File: src/rtl/riscv_pkg.sv
// Shared types and constants for the operand-fetch stage.
// Holds the register/word types, the fetch FSM state encoding and the x0 address.
package riscv_pkg;

  typedef logic [4:0]  reg_addr_t;
  typedef logic [31:0] word_t;

  typedef enum logic [1:0] {
    IDLE  = 2'd0,
    ISSUE = 2'd1,
    WAIT  = 2'd2,
    OUT   = 2'd3
  } of_state_t;

  localparam reg_addr_t REG_ZERO = 5'd0;

  // x0 is hardwired to zero, so it never needs a regfile read.
  function automatic logic needs_read(input logic use_flag, input reg_addr_t addr);
    return use_flag && (addr != REG_ZERO);
  endfunction

endpackage

File: src/rtl/rf_read_port.sv
// One regfile read port.
// Covers the request, valid, ack and capture logic, plus snoop forwarding and the done flag.
module rf_read_port
  import riscv_pkg::*;
(
  input  logic      clk,
  input  logic      reset,
  input  logic      load,
  input  reg_addr_t load_addr,
  input  logic      load_use,
  input  logic      issue_phase,
  input  logic      wait_phase,
  input  reg_addr_t snoop_wr_addr,
  input  word_t     snoop_wr_data,
  input  logic      snoop_wr_valid,
  output reg_addr_t rd_addr,
  output logic      rd_addr_valid,
  input  word_t     rd_data,
  input  logic      rd_data_ack,
  output word_t     op_data,
  output logic      issued,
  output logic      done_next
);

  reg_addr_t addr_reg;
  word_t     data_reg;
  logic      issued_reg;
  logic      done_reg;
  logic      fwd_reg;

  logic pending;
  logic capture;
  logic snoop_hit;

  assign pending   = issued_reg && !done_reg;
  assign capture   = wait_phase && pending && rd_data_ack;
  assign snoop_hit = issue_phase && snoop_wr_valid && issued_reg &&
                     (snoop_wr_addr == addr_reg);

  always_ff @(posedge clk) begin
    if (reset) begin
      addr_reg   <= REG_ZERO;
      data_reg   <= '0;
      issued_reg <= 1'b0;
      done_reg   <= 1'b0;
      fwd_reg    <= 1'b0;
    end else if (load) begin
      addr_reg   <= load_addr;
      data_reg   <= '0;
      issued_reg <= needs_read(load_use, load_addr);
      done_reg   <= !needs_read(load_use, load_addr);
      fwd_reg    <= 1'b0;
    end else begin
      // A forwarded value wins over the stale regfile data; the request still completes on its ack.
      if (snoop_hit) begin
        data_reg <= snoop_wr_data;
        fwd_reg  <= 1'b1;
      end
      if (capture) begin
        done_reg <= 1'b1;
        if (!fwd_reg) begin
          data_reg <= rd_data;
        end
      end
    end
  end

  assign rd_addr       = addr_reg;
  assign rd_addr_valid = (issue_phase || wait_phase) && pending;
  assign op_data       = data_reg;
  assign issued        = issued_reg;
  assign done_next     = done_reg || capture;

endmodule

File: src/rtl/operand_fetch.sv
// Operand fetch stage: accepts a decoded instruction and reads up to two source registers.
// Applies snoop forwarding, then presents one operand bundle to execute.
module operand_fetch
  import riscv_pkg::*;
(
  input  logic        clk,
  input  logic        reset,
  input  logic        in_valid,
  output logic        in_ready,
  input  logic [4:0]  in_rs1,
  input  logic [4:0]  in_rs2,
  input  logic [4:0]  in_rd,
  input  logic        in_use_rs1,
  input  logic        in_use_rs2,
  input  logic [31:0] in_pc,
  output logic [4:0]  rd_addr_a,
  output logic        rd_addr_a_valid,
  input  logic [31:0] rd_data_a,
  input  logic        rd_data_a_ack,
  output logic [4:0]  rd_addr_b,
  output logic        rd_addr_b_valid,
  input  logic [31:0] rd_data_b,
  input  logic        rd_data_b_ack,
  input  logic [4:0]  snoop_wr_addr,
  input  logic [31:0] snoop_wr_data,
  input  logic        snoop_wr_valid,
  output logic        out_valid,
  input  logic        out_ready,
  output logic [31:0] out_rs1_data,
  output logic [31:0] out_rs2_data,
  output logic [4:0]  out_rd,
  output logic [31:0] out_pc
);

  of_state_t state_reg;
  reg_addr_t rd_reg;
  word_t     pc_reg;

  logic accept;
  logic issue_phase;
  logic wait_phase;

  // Index 0 serves rs1 on port A, index 1 serves rs2 on port B.
  reg_addr_t  src_addr   [2];
  logic [1:0] src_use;
  reg_addr_t  port_addr  [2];
  logic [1:0] port_valid;
  word_t      port_rdata [2];
  logic [1:0] port_ack;
  word_t      port_op    [2];
  logic [1:0] port_issued;
  logic [1:0] port_done_next;

  // A lingering ack from the previous request must clear before a new one is accepted.
  assign in_ready    = !reset && (state_reg == IDLE) && !rd_data_a_ack && !rd_data_b_ack;
  assign accept      = in_valid && in_ready;
  assign issue_phase = !reset && (state_reg == ISSUE);
  assign wait_phase  = !reset && (state_reg == WAIT);

  assign src_addr[0]   = in_rs1;
  assign src_addr[1]   = in_rs2;
  assign src_use       = {in_use_rs2, in_use_rs1};
  assign port_rdata[0] = rd_data_a;
  assign port_rdata[1] = rd_data_b;
  assign port_ack      = {rd_data_b_ack, rd_data_a_ack};

  generate
    for (genvar gi = 0; gi < 2; gi++) begin : g_port
      rf_read_port u_port (
        .clk            (clk),
        .reset          (reset),
        .load           (accept),
        .load_addr      (src_addr[gi]),
        .load_use       (src_use[gi]),
        .issue_phase    (issue_phase),
        .wait_phase     (wait_phase),
        .snoop_wr_addr  (snoop_wr_addr),
        .snoop_wr_data  (snoop_wr_data),
        .snoop_wr_valid (snoop_wr_valid),
        .rd_addr        (port_addr[gi]),
        .rd_addr_valid  (port_valid[gi]),
        .rd_data        (port_rdata[gi]),
        .rd_data_ack    (port_ack[gi]),
        .op_data        (port_op[gi]),
        .issued         (port_issued[gi]),
        .done_next      (port_done_next[gi])
      );
    end
  endgenerate

  always_ff @(posedge clk) begin
    if (reset) begin
      state_reg <= IDLE;
      rd_reg    <= REG_ZERO;
      pc_reg    <= '0;
    end else begin
      case (state_reg)
        IDLE: begin
          if (accept) begin
            state_reg <= ISSUE;
            rd_reg    <= in_rd;
            pc_reg    <= in_pc;
          end
        end
        ISSUE:   state_reg <= (|port_issued) ? WAIT : OUT;
        WAIT:    if (&port_done_next) state_reg <= OUT;
        OUT:     if (out_ready) state_reg <= IDLE;
        default: state_reg <= IDLE;
      endcase
    end
  end

  assign rd_addr_a       = port_addr[0];
  assign rd_addr_a_valid = port_valid[0];
  assign rd_addr_b       = port_addr[1];
  assign rd_addr_b_valid = port_valid[1];

  assign out_valid    = !reset && (state_reg == OUT);
  assign out_rs1_data = port_op[0];
  assign out_rs2_data = port_op[1];
  assign out_rd       = rd_reg;
  assign out_pc       = pc_reg;

endmodule

File: config.mk
export PLATFORM = sky130hd
export DESIGN_NAME = operand_fetch
export DESIGN_NICKNAME = d
export VERILOG_FILES = /design/src/rtl/riscv_pkg.sv /design/src/rtl/rf_read_port.sv /design/src/rtl/operand_fetch.sv
export SDC_FILE = /design/constraint.sdc
export NUM_CORES = 1
export LEC_CHECK = 0
export BUFFER_PORTS_ARGS = -buffer_cell sky130_fd_sc_hd__buf_2
export CORE_ASPECT_RATIO = 1.75
export CORE_MARGIN = 2
export CORE_UTILIZATION = 43
export CTS_CLUSTER_DIAMETER = 120
export DETAILED_ROUTE_END_ITERATION = 12
export GPL_TIMING_DRIVEN = 0
export PLACE_DENSITY = 0.77
export SYNTH_ARGS = -nofsm -noshare
export SYNTH_HDL_FRONTEND = slang
export SYNTH_SLANG_ARGS = --single-unit
File: constraint.sdc
create_clock -name clk -period 3.2 [get_ports clk]
set_input_delay 0 -clock clk [delete_from_list [all_inputs] [get_ports clk]]
set_output_delay 0 -clock clk [all_outputs]
set_load 0.02 [all_outputs]
==> run metrics, run 1 <==
row cnt 53; die width 87.3 µm; CP endpoint kind flip-flop; final instance area 9140 µm²; Largest register FFs 64; share of post-route cells with drive strength above 1 30.2%; Syn Nets 810; clock transition at the registers of the reported paths 0.06 ns; drt first-iter violations 485; Crit Path Class flip-flop to flip-flop; PD cells 463 nW/µm²; Static Leak 0.00415 µW; first-pass GRT wire length 36300 µm; worst reg2reg endpoint g_port[0].u_port.op_data[3]; actual slew at the worst max-slew pin 0.572 ns; HPWL after DPL 14000 µm; Synth Instances 648; Pins Over Slew Limit 0; 1st-pass router iterations 5; CP Max Fanout 10; HP Start reset; Initial Util 43.7%; fin nets 1274; final WL 23900 µm; ant diodes 0; final hold vios 0; Synth Warn # 0; max cap viols 0; Clk Tree Root Cell clkbuf_16; period utilization 96.2%; synthesized area 5220 µm²; R2R Setup Slk 0.12 ns; Final Critical Period 3.08 ns; CP Launch Type flip-flop; GRT Total Usage 35.9%; sequential area share after synthesis 45.7%; initial antenna violation count 0; status finished, final reports clean; end of the worst hold path g_port[1].u_port.issued; r2r worst-path depth 8; Die Area 13100 µm²; Vias 7088; Max Fclk 325 MHz; hold depth 3; Sinks on Clock Net 119; RSZ-0062 raised after global routing no; Util after Layout 76.6%; Post-Place Cell Area 6740 µm²; RR Startpoint state_reg[0]; Synth area leaders dfxtp_1 (46%), nand2_1 (16%), o211ai_1 (9.4%); area leader, netlist dfxtp_1; met3 Use GR 10.8%; met2 usage 63.7%; Area Overhead vs Synth 75.2%; worst path cell trace inv_1 > ha_1 > nor3b_1 > a211oi_4 > clkbuf_1 > nand4_1 > o211ai_1 > dlygate4sd3_1; GPL Wtd Cong 0.854; largest net degree at the start of global routing 17; worst path arrival time 3.39 ns; number of remaining DRC errors 0; DR WL/cell 19.0 µm; Critical Path RT 3.51 ns; Longest Clk Path Bufs 2; final setup fails 0; busiest grt layer met2; final clock skew 0.00655 ns; die height 150 µm; commonest cells in the synthesized netlist nand2_1 (222), dfxtp_1 (119), o211ai_1 (65); DR vias/cell 5.63; area of the core 11900 µm²; met1 Track Usage GR 35.4%; vias in the first global route 7461; distinct cell type count after synthesis 35; worst vdd ir 0.000377 V; asr flop ratio synth 0%; # port buffers 270; Most used DFF post-synth dfxtp_1; setup TNS 0 ns; CTS buffer count 17; CP max-delay cell dlygate4sd3_1; gr ovfl total 0; Post-DRT Antenna Nets 0; Yosys top cell area share 45.7%; Avg Inst Size Synth 8.05 µm²; Critical Path Max Stage Delay 0.69 ns; I/O Pins 272; H-tree levels 4; hold crit path type primary input to flip-flop; Synth Register Bits 119; cell with the most instances after synthesis nand2_1; Post-synth EDFFs 0; CTS tree yes; Slew HR 61.9%; Skew-Pair Late Insertion Delay 0.40 ns
## routing by layer
layer / vias to the layer above / part of all wire [%]
met1: 3205 / 33
li1: 3201 / -
met2: 543 / 52
met3: 139 / 9.7
met5: - / 0
met4: 0 / 5.9
## worst max path at each step
stage | from | end | slack (ns) | cells after the start
finish | state_reg[0] | g_port[0].u_port.op_data[3] | 0.12 | 8
global route | state_reg[0] | g_port[1].u_port.op_data[20] | 0.02 | 9
CTS | state_reg[0] | g_port[1].u_port.op_data[22] | 0.28 | 9
detailed placement | state_reg[0] | g_port[1].u_port.op_data[22] | 0.84 | 8
global placement | state_reg[0] | g_port[1].u_port.op_data[19] | 0.88 | 8
floorplan | state_reg[0] | out_pc[1] | 1.23 | 9
## critical path: cells and delay by family (launching register included)
family	cells	cell delay, ns
AO/OA/AOI/OAI	2	0.67
buffers and inverters	3	1.28
adder cells (fa/ha/maj)	1	0.29
AND/OR/NAND/NOR	2	0.39
flip-flops	1	0.35
## final cells by class
type                            instances  area, µm²
Clock buffer                           23        508
Clock inverter                          7        140
Buffer                                 60        293
Fill cell                             753       2800
Inverter                                5       18.8
Tap cell                              137        171
Sequential cell                       119       2380
Multi-Input combinational cell        464       2520
Timing Repair Buffer                  445       3100
## cell families (layout without fill, tap and decap cells)
group	Yosys count	count (layout)	synth area share, %
buffers and inverters	65	540	5.95
AO/OA/AOI/OAI	129	129	16.8
AND/OR/NAND/NOR	320	320	28.7
flip-flops	119	119	45.7
XOR/XNOR	10	10	1.68
adder cells (fa/ha/maj)	5	5	1.20
## power by group
| part | leakage (µW) | internal (µW) | switching (µW) |
|---|---|---|---|
| combinational | 0.00287 | 268 | 317 |
| sequential | 0.000960 | 1520 | 23.3 |
| clock | 0.000313 | 1420 | 684 |
| total | 0.00415 | 3200 | 1020 |
## layout by cell type, fill, tap and decap left out, drive strengths merged, types with 6 or more instances in the layout
cell         synthesis  routed
nand4               64      64
a21oi               49      49
xor2                 6       6
clkbuf              31      54
o211ai              65      65
dfxtp              119     119
buf                 29     299
nand2              222     222
dlygate4sd3          0     175
nor2                 7       7
## per-stage QoR
step	hold WS [ns]	instances	setup WS, ns	total power [µW]
CTS	0.0292	1260	0.283	4200
global route	0.0506	1260	0.0241	4350
finish	0.0437	1260	0.121	4230
floorplan	0.126	648	1.23	1820
global placement	0.213	1055	0.879	2020
detailed placement	0.216	1055	0.843	2020
## timing repair
action / in CTS / in global routing
buffers inserted: 0 / 0
hold endpoints to repair: 111 / 0
setup endpoints to repair: 0 / 1
resized for setup: 0 / 2
hold buffers: 175 / 0
Power figures use the tool's default switching activity.
==> run 2, diff against run 1 <==
--- a/config.mk
+++ b/config.mk
@@ -12,7 +12,7 @@
 export CTS_CLUSTER_DIAMETER = 120
 export DETAILED_ROUTE_END_ITERATION = 12
 export GPL_TIMING_DRIVEN = 0
-export PLACE_DENSITY = 0.77
+export PLACE_DENSITY_LB_ADDON = 0.1
 export SYNTH_ARGS = -nofsm -noshare
 export SYNTH_HDL_FRONTEND = slang
 export SYNTH_SLANG_ARGS = --single-unit
==> run metrics, run 2 (synthesized netlist as in run 1, its figures left out) <==
Longest Clk Path Bufs 2; Initial Util 43.7%; die height 150 µm; DR WL/cell 16.7 µm; area of the core 11900 µm²; number of remaining DRC errors 0; worst path cell trace inv_1 > ha_1 > nor3b_1 > and2_1 > clkbuf_1 > clkbuf_1 > nand2_1 > o211ai_1 > dlygate4sd3_1; worst hold margin 0.0322 ns; final clock skew 0.00953 ns; initial antenna violation count 1; post-CTS sizing 0; final hold vios 0; clock transition at the registers of the reported paths 0.06 ns; DR vias/cell 5.32; Static Leak 0.00413 µW; Vias 6714; CP endpoint kind flip-flop; most used cell, CP clkbuf_1; largest net degree at the start of global routing 17; non-filler cells, final 1261; end of the worst hold path g_port[0].u_port.done_reg; R2R Setup Slk 0.30 ns; Post-CTS Setup Inserts 0; max cap viols 0; fin nets 1274; # fillers 864; Critical Path RT 3.56 ns; most frequent cells in the layout buf_2 (290), nand2_1 (222), dlygate4sd3_1 (175); actual slew at the worst max-slew pin 0.508 ns; final WL 21000 µm; HPWL after DPL 14200 µm; hold crit path type primary input to flip-flop; worst reg2reg endpoint g_port[0].u_port.op_data[17]; commonest non-fill, non-tap cell in the layout buf_2; Area Overhead vs Synth 74.6%; Bufs and invs on worst path 4; 1st-pass router iterations 4; CP max-delay cell dlygate4sd3_1; RR Startpoint state_reg[0]; cell count after placement 1055; period utilization 90.7%; final setup fails 0; I/O Pins 272; PD cells 451 nW/µm²; vias in the first global route 6990; first-pass GRT wire length 32700 µm; HP Start in_use_rs1; sequential cell area 2380 µm²; Die Area 13100 µm²; Max Fclk 345 MHz; Slew HR 66.0%; H-tree levels 4; hold depth 4; setup TNS 0 ns; GRT Total Usage 32.0%; share of post-route cells with drive strength above 1 30.1%; worst vdd ir 0.000511 V; Final Critical Period 2.90 ns; Pins Over Slew Limit 0; # port buffers 270; multi-input logic area 2520 µm²; CP Max Fanout 10; GPL Wtd Cong 0.867; CP Launch Type flip-flop; Critical Path Max Stage Delay 0.57 ns; worst path arrival time 3.26 ns; Clk Tree Root Cell clkbuf_16; CTS buffer count 17; row cnt 53; Largest register FFs 64; Sinks on Clock Net 119; status finished, final reports clean; Post-DRT Antenna Nets 0; drt first-iter violations 258; die width 87.3 µm; Skew-Pair Late Insertion Delay 0.42 ns; CTS tree yes; gr ovfl total 0; r2r worst-path depth 9; Crit Path Class flip-flop to flip-flop; RSZ-0062 raised after global routing no; Top Family by Delay on Critical Path buffers and inverters
## run 2: cell types whose count changed in the layout (fill, tap and decap cells not counted)
cell       delta
clkbuf_1      +1
clkbuf_8      -1
clkbuf_2      -1
bufinv_16     -1
clkinv_2      +2
diode_2       +1
## run 2: worst max-delay path by stage
stage,start,to,slack (ns),cells past startpoint
final,state_reg[0],g_port[0].u_port.op_data[17],0.30,9
after global routing,state_reg[0],g_port[0].u_port.op_data[12],0.0009,9
after CTS,state_reg[0],g_port[1].u_port.op_data[4],0.30,9
after detailed placement,state_reg[0],g_port[1].u_port.op_data[4],0.88,8
after global placement,state_reg[0],g_port[1].u_port.op_data[16],0.93,8
after floorplan,state_reg[0],out_pc[1],1.23,9
## run 2: area by class of cell
cell class,instances,area share (%)
flip-flops and latches,119,26.2
repair buffers,445,34.1
diodes,1,0.0275
plain buffers,60,3.20
multi-input cells,464,27.7
clock inverters,8,1.32
well taps,137,1.88
clock buffers,22,5.43
inverters,5,0.206
## run 2: stage by stage
stage,total power (µW),util (%),cell area (µm²),setup slack [ns]
2_1_floorplan,1820,-,5220,1.23
3_3_place_gp,2010,56.4,6740,0.934
3_5_place_dp,2020,56.4,6740,0.880
4_1_cts,4110,76.3,9100,0.305
5_1_grt,4230,76.3,9110,0.000948
6_report,4100,76.3,9110,0.299
## run 2: per-layer routing
layer	vias to the layer above	track usage (%)	routed length, µm
met2	315	59.5	11300
met3	94	7.78	1420
met1	3102	29.6	7100
met4	0	21.0	1180
li1	3203	-	-
met5	-	0	0
## run 2: power by group
part	leakage (µW)	total, µW	internal (µW)	switching (µW)
logic	0.00287	575	269	306
clock network	0.000300	1990	1310	676
registers	0.000960	1540	1520	23.9
total	0.00413	4100	3100	1010
## run 2: timing repair
action,4_1_cts,5_1_grt
setup endpoints to repair,0,0
hold buffers,175,0
hold endpoints to repair,111,0
## run 2: tightest hold or removal path, delay by kind of cell
family,cells,cell delay (ns)
AO/OA/AOI/OAI,1,0.10
AND/OR/NAND/NOR,2,0.22
buffers and inverters,1,0.07
==> run 3, diff against run 2 <==
--- a/config.mk
+++ b/config.mk
@@ -8,7 +8,7 @@
 export BUFFER_PORTS_ARGS = -buffer_cell sky130_fd_sc_hd__buf_2
 export CORE_ASPECT_RATIO = 1.75
 export CORE_MARGIN = 2
-export CORE_UTILIZATION = 43
+export CORE_UTILIZATION = 45
 export CTS_CLUSTER_DIAMETER = 120
 export DETAILED_ROUTE_END_ITERATION = 12
 export GPL_TIMING_DRIVEN = 0
==> run metrics, run 3 (synthesized netlist as in run 1, its figures left out) <==
clock transition at the registers of the reported paths 0.06 ns; HP Start in_use_rs2; fin nets 1274; CP endpoint kind flip-flop; worst vdd ir 0.000442 V; die width 85.4 µm; final WL 21700 µm; status finished, final reports clean; Area Overhead vs Synth 75.9%; setup TNS 0 ns; 1st-pass router iterations 5; ant diodes 0; I/O Pins 272; CP Max Fanout 10; CTS buffer count 17; final setup fails 0; worst reg2reg endpoint g_port[0].u_port.op_data[16]; largest net degree at the start of global routing 17; initial antenna violation count 0; CTS tree yes; Longest Clk Path Bufs 2; first-pass GRT wire length 34000 µm; actual slew at the worst max-slew pin 0.535 ns; Sinks on Clock Net 119; # port buffers 270; commonest non-fill, non-tap cell in the layout buf_2; Final Critical Period 2.91 ns; H-tree levels 4; gr ovfl total 0; number of remaining DRC errors 0; PnR Total Power 4340 µW; cell depth of the worst setup path 8; hold crit path type primary input to flip-flop; Critical Path RT 3.55 ns; final hold vios 0; sequential cell area 2380 µm²; Slew HR 64.3%; GPL Wtd Cong 0.873; Clk Tree Root Cell clkbuf_16; worst path cell trace inv_1 > ha_1 > nor3b_2 > a211oi_4 > clkbuf_1 > nand4_1 > o211ai_1 > dlygate4sd3_1; PD cells 473 nW/µm²; DR WL/cell 17.2 µm; vias in the first global route 7482; # fillers 756; Vias 6937; final clock skew 0.00851 ns; max cap viols 0; Pins Over Slew Limit 0; most frequent cells in the layout buf_2 (290), nand2_1 (222), dlygate4sd3_1 (175); die height 146 µm; Bufs and invs on worst path 3; Crit Path Class flip-flop to flip-flop; CP Launch Type flip-flop; Skew-Pair Late Insertion Delay 0.41 ns; Post-DRT Antenna Nets 0; Max Fclk 343 MHz; RSZ-0062 raised after global routing no; Static Leak 0.00417 µW; worst path arrival time 3.27 ns; Top Family by Delay on Critical Path buffers and inverters; CP max-delay cell dlygate4sd3_1; period utilization 91.1%; GRT Total Usage 34.0%; Critical Path Max Stage Delay 0.58 ns; HPWL after DPL 14100 µm; drt first-iter violations 357; DR vias/cell 5.51; share of post-route cells with drive strength above 1 30.4%; crit path to g_port[0].u_port.op_data[16]; area of the core 11500 µm²; Largest register FFs 64; r2r worst-path depth 8; RR Startpoint state_reg[0]; Die Area 12500 µm²; R2R Setup Slk 0.29 ns; worst setup path start state_reg[0]; row cnt 52; multi-input logic area 2530 µm²; Initial Util 45.5%
run 3: cell types whose count changed in the layout (fill, tap and decap cells not counted), sizes merged:
cell | previous run | this run
bufinv | 3 | 6
diode | 1 | 0
clkbuf | 53 | 51
clkinv | 3 | 4
run 3: metal layers:
metal	vias to the layer above	wire length (µm)	GRT usage (%)	share of wire [%]
li1	3192	-	-	-
met2	361	11800	64.6	54
met3	94	1360	7.18	6.3
met4	0	1050	19.4	4.8
met1	3290	7520	32.6	35
met5	-	0	0	0
run 3: report_power, final:
part / switching [µW] / internal [µW] / leakage (µW) / total, µW
Sequential: 25.1 / 1520 / 0.000960 / 1540
Clock: 720 / 1500 / 0.000326 / 2220
Combinational: 309 / 269 / 0.00288 / 578
run 3: worst min path at each step:
| stage | to | slack [ns] | cells after the start |
|---|---|---|---|
| after global routing | g_port[1].u_port.issued | 0.06 | 4 |
| after global placement | g_port[0].u_port.op_data[7] | 0.21 | 3 |
| final | g_port[1].u_port.done_reg | 0.03 | 4 |
| after floorplan | g_port[0].u_port.op_data[0] | 0.13 | 2 |
| after CTS | g_port[1].u_port.done_reg | 0.01 | 4 |
| after detailed placement | g_port[0].u_port.op_data[9] | 0.22 | 3 |
run 3: cell type report:
type	count	area share, %
Inverter	5	0.205
Tap cell	135	1.84
Multi-Input combinational cell	464	27.6
Clock inverter	12	2.43
Buffer	60	3.21
Timing Repair Buffer	445	33.8
Sequential cell	119	26.0
Clock buffer	20	4.98
run 3: worst min-delay path, delay by kind of cell:
family / cells / cell delay [ns]
and+or+nand+nor: 2 / 0.23
buffers and inverters: 1 / 0.08
AOI/OAI and AO/OA: 1 / 0.08
run 3: metrics by stage:
step	hold WS [ns]	setup WS [ns]	instances	instance area, µm²	utilization, %
detailed placement	0.216	0.862	1053	6740	58.8
global placement	0.211	0.978	1053	6740	58.8
finish	0.0319	0.286	1260	9170	80.1
CTS	0.0124	0.292	1260	9170	80.0
floorplan	0.126	1.23	648	5220	-
global route	0.0629	0.0950	1260	9170	80.1
run 3: what timing repair did:
action                     4_1_cts  5_1_grt
hold endpoints to repair       111        0
gates resized for setup          0        5
hold buffers                   175        0
setup endpoints to repair        0        9
buffers inserted                 0        0
